--- config.mk ---
export PLATFORM = sky130hd
export DESIGN_NAME = spi_mem_master
export DESIGN_NICKNAME = d
export VERILOG_FILES = /design/src/rtl/spi_mem_master.sv
export SDC_FILE = /design/constraint.sdc
export NUM_CORES = 1
export LEC_CHECK = 0
export ABC_AREA = 0
export CORE_UTILIZATION = 55
export DETAILED_ROUTE_END_ITERATION = 10
export MAX_ROUTING_LAYER = met4
export PLACE_DENSITY = 0.92
export SYNTH_ARGS = -nofsm -noshare
export SYNTH_HDL_FRONTEND = slang
export SYNTH_SLANG_ARGS = --single-unit
--- constraint.sdc ---
create_clock -name clk -period 5 [get_ports clk]
set_input_delay 0.5 -clock clk [delete_from_list [all_inputs] [get_ports clk]]
set_output_delay 0.5 -clock clk [all_outputs]
set_load 0.1 [all_outputs]
--- src/rtl/spi_mem_master.sv ---
// SPI mode-0 master for single-word reads/writes to an external SPI memory.
// Define SPI_PARITY_EN to append an even-parity bit over the data field.
module spi_mem_master #(
  parameter int ADDR_W    = 8,
  parameter int DATA_W    = 8,
  parameter int MEM_DEPTH = 256,
  parameter int NUM_CS    = 2,
  parameter int CLK_DIV   = 2,
  localparam int CS_W     = (NUM_CS > 1) ? $clog2(NUM_CS) : 1
) (
  input  logic              clk,
  input  logic              rst,
  input  logic              req,
  input  logic              wr,
  input  logic [CS_W-1:0]   cs_sel,
  input  logic [ADDR_W-1:0] addr,
  input  logic [DATA_W-1:0] din,
  output logic [DATA_W-1:0] dout,
  output logic              done,
  output logic              err,
  output logic              busy,
  output logic              sclk,
  output logic [NUM_CS-1:0] cs_n,
  output logic              mosi,
  input  logic              miso
);

`ifdef SPI_PARITY_EN
  localparam int PAR_W = 1;
`else
  localparam int PAR_W = 0;
`endif
  localparam int N     = 1 + ADDR_W + DATA_W + PAR_W;
  localparam int RX_W  = DATA_W + PAR_W;
  localparam int BIT_W = $clog2(N);
  localparam int DIV_W = (CLK_DIV > 1) ? $clog2(CLK_DIV) : 1;

  typedef enum logic [1:0] {S_IDLE, S_SETUP, S_SHIFT, S_DONE} state_t;

  state_t              r_state, w_state_nx;
  logic [DIV_W-1:0]    r_div;
  logic [BIT_W-1:0]    r_bit;
  logic                r_sclk, r_mosi, r_wr, r_err;
  logic [NUM_CS-1:0]   r_cs_n;
  logic [N-2:0]        r_shift;
  logic [RX_W-1:0]     r_rx;
  logic [DATA_W-1:0]   r_dout;
  logic [DATA_W-1:0]   w_wdata;
  logic [N-1:0]        w_frame;
  logic                w_req_bad, w_div_end, w_last, w_rx_bad;

  assign w_req_bad = (32'(addr) >= 32'(MEM_DEPTH)) || (32'(cs_sel) >= 32'(NUM_CS));
  assign w_wdata   = wr ? din : '0;
`ifdef SPI_PARITY_EN
  assign w_frame   = {wr, addr, w_wdata, ^w_wdata};
  assign w_rx_bad  = !r_wr && (r_rx[0] != ^r_rx[RX_W-1:1]);
`else
  assign w_frame   = {wr, addr, w_wdata};
  assign w_rx_bad  = 1'b0;
`endif
  assign w_div_end = (r_div == DIV_W'(CLK_DIV - 1));
  // A bit ends at the close of its low phase; the last one ends the frame.
  assign w_last    = w_div_end && !r_sclk && (r_bit == BIT_W'(N - 1));

  always_comb begin
    w_state_nx = r_state;
    case (r_state)
      S_IDLE:  if (req) w_state_nx = w_req_bad ? S_DONE : S_SETUP;
      S_SETUP: if (w_div_end) w_state_nx = S_SHIFT;
      S_SHIFT: if (w_last) w_state_nx = S_DONE;
      S_DONE:  w_state_nx = S_IDLE;
      default: w_state_nx = S_IDLE;
    endcase
  end

  always_ff @(posedge clk or posedge rst) begin
    if (rst) r_state <= S_IDLE;
    else     r_state <= w_state_nx;
  end

  always_ff @(posedge clk or posedge rst) begin
    if (rst) begin
      r_div  <= '0;
      r_bit  <= '0;
      r_sclk <= 1'b0;
      r_mosi <= 1'b0;
      r_cs_n <= '1;
      r_err  <= 1'b0;
      r_dout <= '0;
    end else begin
      case (r_state)
        S_IDLE: if (req) begin
          r_div <= '0;
          r_bit <= '0;
          r_err <= w_req_bad;
          if (!w_req_bad) begin
            r_cs_n <= ~(NUM_CS'(1) << cs_sel);
            r_mosi <= w_frame[N-1];
          end
        end
        S_SETUP: begin
          r_div <= w_div_end ? '0 : r_div + 1'b1;
          if (w_div_end) r_sclk <= 1'b1;
        end
        S_SHIFT: begin
          r_div <= w_div_end ? '0 : r_div + 1'b1;
          if (w_div_end) begin
            r_sclk <= !r_sclk && !w_last;
            if (r_sclk) r_mosi <= r_shift[N-2];
            else        r_bit  <= r_bit + 1'b1;
          end
          if (w_last) begin
            r_cs_n <= '1;
            r_err  <= w_rx_bad;
            if (!r_wr) r_dout <= r_rx[RX_W-1 -: DATA_W];
          end
        end
        default: ;
      endcase
    end
  end

  // Frame/receive shifters carry data only; they are reloaded at every accept.
  always_ff @(posedge clk) begin
    if (r_state == S_IDLE && req) begin
      r_wr    <= wr;
      r_shift <= w_frame[N-2:0];
    end else if (r_state == S_SHIFT && w_div_end && r_sclk) begin
      r_shift <= r_shift << 1;
    end
    if (r_state == S_SHIFT && r_sclk && r_div == '0)
      r_rx <= RX_W'({r_rx, miso});
  end

  assign dout = r_dout;
  assign done = (r_state == S_DONE);
  assign err  = done && r_err;
  assign busy = (r_state != S_IDLE);
  assign sclk = r_sclk;
  assign cs_n = r_cs_n;
  assign mosi = r_mosi;

endmodule

Word level (Yosys, flattened, before mapping). Cells that the tools add are included. W data, S select, Z words.

Input bits: 22. Word-level logic and storage cells: 77. Register bits: 46. Output and inout bits: 15.

Equal/unequal tests: 10. Shifts and indexed selects: 1. $add $sub $neg: 2. Muxes and demuxes: 25. Reductions and logical operators: 25. Bitwise logic cells: 3.

Operators with widths (count): $mux W16 (2); $mux W5 (3); $ne A2 B2 Y1 const B (6); $reduce_and A3 Y1 (4); $pmux W5 S2 (1); $reduce_bool A2 Y1 (5); $logic_and A1 B1 Y1 (9); $mux W1 (8); $mux W2 (4); $mux W8 (1); $pmux W1 S2 (4); $pmux W2 S4 (1); $reduce_and A4 Y1 (2); $add A5 B1 Y5 const B (1); $eq A5 B5 Y1 const B (1); $eq A2 B2 Y1 const B (2); $pmux W2 S2 (1); $eq A2 B1 Y1 const B (1); $logic_not A1 Y1 (2); $logic_not A2 Y1 (1); $not A1 Y1 (2); $not A2 Y2 (1); $reduce_and A2 Y1 (1); $reduce_or A2 Y1 (1); other kinds (2) (2).

Longest topological paths before layout.
Depth after elaboration: 7. Gate-level depth with buffers: 7. Depth with buffers taken out: 6.

Least setup slack after synthesis. OpenSTA, ideal clock, no wires.

Path type: reg2reg. Start point: register r_state[0]. End point: register r_state[1]. Slack: 2.774 ns. Clock period less this slack: 2.226 ns. Required time: 4.875 ns. Cell stages (with the launch flop): 8. Buffers on the path: 1. Arrival time: 2.102 ns. Library setup time: 0.125 ns. Cells stage by stage: dfrtp_1 -> inv_1 -> ha_1 -> clkbuf_1 -> inv_1 -> nor2_1 -> a21oi_1 -> mux2_2.

Cells in the longest elaborated chain, start to end: 3. Elaborated cells on any way between the ends: 9.

RTL lines: from (decl) (RTL line 40) `state_t r_state, w_state_nx;`; from (signal assigned) (RTL line 78) `else r_state <= w_state_nx;`; $eq A2 B2 Y1 (tied with other cells) (RTL line 67) `case (r_state)`; $ne A2 B2 Y1 (no source line); $reduce_and A3 Y1 (no source line).

Several ways; a longest one is shown, not always the timed one. A chain may end at the register's enable or synchronous reset.

Worst setup path after layout.
Start point: register r_state[0]. End point: output port busy.

Cells in the longest elaborated chain, start to end: 1.

RTL lines: $reduce_bool A2 Y1 (RTL line 138) `assign busy = (r_state != S_IDLE);`; to (decl) (RTL line 21) `output logic busy,`.

No other way between the ends.

==> impl_metrics.csv <==
group,metric,value,unit
status,status,"completed",
timing,finalHoldViolations,0,
critical_path,cp-start-kind,"register",
route,wl_per_cell,14.2,µm
timing,rsz0062_at_grt,"no",
pwr,clkPwrFrac,0.181,
cts,cts_sinks,45,
cts,cts_resized,0,
cts,clk_latency,0.30,ns
placed_design,gp_congestion,0.852,
grt,grt_start_max_net_pins,21,
critical_path,crit_family,"buffers and inverters",
die,start_util,0.594,
placed_design,portBuffers,35,
die,die_h,63.0,µm
timing,slew_viol_final,0,
flow_run,drv_cap,0,
timing,finClkSkew,0.00820,ns
route,vias,1292,
critical_path,crit-reg2reg-launch,"r_state[0]",
timing,worstMarginPinSlew,0.989,ns
critical_path,crit_cells,4,
logic_synthesis,synth_area_leaders,"edfxtp_1 (37%), dfrtp_1 (22%), mux2_4 (5.9%)",
finish,register_area,1250,µm²
timing,tns,0,ns
route,wl,3430,µm
logic_synthesis,synth_cells,162,
logic_synthesis,yosysWarnings,0,
finish,diodes,0,
cts,cts_hold_buf,0,
finish,area_delta_synth_final,23.3,%
placed_design,preCtsSetupSlack,2.44,ns
pwr,p_switching,578,µW
route,initialDrtViolationCount,55,
critical_path,crit_chain,"inv_1 > ha_1 > inv_1 > clkdlybuf4s50_1",
die,pin_count,37,
logic_synthesis,syn_nets,190,
route,ant_nets,0,
logic_synthesis,synth_top_area_frac,0.367,
logic_synthesis,ys_ff_latch,45,
critical_path,critPathMaxFanout,9,
logic_synthesis,yosysUniqueCellTypes,32,
logic_synthesis,async_reset_ff_frac,0.444,
pwr,switching_share,0.396,
cts,clockBufferDepth,2,
logic_synthesis,synth_ff_type,"edfxtp_1",
critical_path,cp_data_required_time,4.50,ns
critical_path,cp.arrival,2.38,ns
grt,grt_pass1_wl,5910,µm
finish,drive_gt1_frac,0.143,
critical_path,crit_type,"register to primary output",
logic_synthesis,yosysMostFrequentCell,"edfxtp_1",
critical_path,crit_path_frequent_cell,"inv_1",
route,drt_pass1_iterations,4,
grt,overflow,0,
grt,grtUsageTotal,0.203,
logic_synthesis,synth_edf_count,25,
pwr,intPower,883,µW
timing,timing.final.ws_setup,2.12,ns
timing,setup_viol,0,
critical_path,crit_buf_inv,3,
critical_path,cpPeakStageDelay,1.14,ns
cts,cts_setup_buffers,0,
cts,root_buffer,"clkbuf_8",
pwr,power_leakage,1.05,nW
route,drc,0,
critical_path,timing.rr.end,"r_shift[15]",
cts,path_clk_slew,0.09,ns
cts,cts_tree,"built",
route,viasPerCell,5.34,
die,row_count,21,
finish,fin_nets,223,
placed_design,detailedPlacementHpwl,2470,µm
logic_synthesis,yosysSeqAreaShare,0.614,
grt,grt_pass1_vias,1227,
timing,clock.fmax,347,MHz
critical_path,crit_start,"r_state[0]",
finish,n_fill_cell,221,
timing,slew_headroom,0.339,
min_path,hp-class,"register to register",
logic_synthesis,post_synth.cell_area_avg,12.6,µm²
cts,htree_num_levels,2,
finish,multi_input_area,706,µm²
cts,cts_buffers,5,
critical_path,worstSetupEndpointType,"primary output",
logic_synthesis,yosys-top-cells-count,"edfxtp_1 (25), nand2_1 (21), dfrtp_1 (18)",
critical_path,worst-r2r-setup-slack,2.77,ns
logic_synthesis,yosys.area.top_type,"edfxtp_1",
die,core-area,3440,µm²
logic_synthesis,synth_area,2040,µm²
timing,min_period,2.88,ns
timing,period_share,0.577,
die,dieWidth,63.0,µm
pwr,power_frac_seq,0.419,
pwr,pwr-share-comb,0.400,
critical_path,slowest_stage,"clkdlybuf4s50_1",
grt,antenna_found_initial,0,
die,die_area,3960,µm²
critical_path,crit_end,"busy",
critical_path,reg2regPathDepth,4,
pwr,power_density,580,nW/µm²
pwr,peakVddDrop,0.000267,V
==> flip-flops by register name (all words and copies together), names as in the netlist <==
name,flops
r_shift,16
dout,8
r_rx,8
r_bit,5
cs_n,2
r_state,2
mosi,1
r_div,1
r_wr,1
sclk,1
==> kinds of logic (layout without fill, tap and decap cells) <==
group                      Yosys count  after routing  share of synthesized area
AOI/OAI and AO/OA                   27             27                     0.0814
and+or+nand+nor                     41             41                     0.0900
xor gates and xnor gates             4              4                     0.0171
adders and majority gates            6              6                     0.0367
DFF                                 45             45                      0.614
buffers and inverters               19             53                     0.0410
muxes                               19             19                      0.118
other                                1              1                    0.00184
==> layer usage <==
layer  track usage  up-vias  share of wire
li1              -      625              -
met1         0.256      619           0.45
met2         0.319       42           0.49
met3        0.0584        6          0.053
met4        0.0610        0          0.011
met5             -        -              0
==> placed cells by master (no fill, tap or decap) <==
cell	netlist	final
and3_1	2	2
clkbuf_8	0	6
inv_1	9	9
o21ai_0	10	10
a211oi_1	3	3
dfrtp_1	18	18
nand2_1	21	21
mux2_2	9	9
nor2_1	10	10
mux2_4	8	8
edfxtp_1	25	25
nand3_1	4	4
inv_2	1	1
nand2b_1	1	1
ha_1	6	6
and4bb_1	1	1
a21oi_1	5	5
xnor2_1	4	4
a21o_1	2	2
o21a_1	1	1
a31oi_1	2	2
dfstp_2	2	2
o22a_1	3	3
clkdlybuf4s50_1	0	35
clkinvlp_4	0	1
clkbuf_16	0	1
mux2i_1	2	2
nand3b_1	1	1
conb_1	1	1
o211ai_1	1	1
or3b_1	1	1
==> metrics by stage <==
stage / cell area [µm²] / power, mW / std cells / hold WS [ns] / util
3_3_place_gp: 2400 / 1.17 / 234 / 0.434 / 0.699
5_1_grt: 2520 / 1.54 / 242 / 0.468 / 0.732
6_report: 2520 / 1.46 / 242 / 0.456 / 0.732
3_5_place_dp: 2400 / 1.21 / 234 / 0.442 / 0.699
2_1_floorplan: 2040 / 1.06 / 162 / 0.427 / -
4_1_cts: 2520 / 1.47 / 242 / 0.458 / 0.732
==> worst min-delay path by stage <==
stage	cells past startpoint	endpoint	slack, ns	from
floorplan	0	r_rx[1]	0.43	r_rx[0]
global route	0	r_rx[5]	0.47	r_rx[4]
finish	0	r_rx[5]	0.46	r_rx[4]
CTS	0	r_rx[5]	0.46	r_rx[4]
global placement	0	r_rx[3]	0.43	r_rx[2]
detailed placement	0	r_rx[5]	0.44	r_rx[4]
==> final cells by class <==
class                           instances  area share
Clock inverter                          1     0.00298
Sequential cell                        45       0.498
Tap cell                               46      0.0228
Multi-Input combinational cell         98       0.280
Timing Repair Buffer                   35       0.139
Clock buffer                            7      0.0427
Inverter                               10      0.0149
==> power groups by stage <==
stage               combinational, mW  clock (mW)  sequential [mW]
floorplan                       0.367           0            0.697
global placement                0.559           0            0.611
detailed placement              0.588           0            0.618
CTS                             0.587       0.269            0.612
global route                    0.633       0.284            0.627
finish                          0.585       0.264            0.612
(Power assumes the default switching activity.)
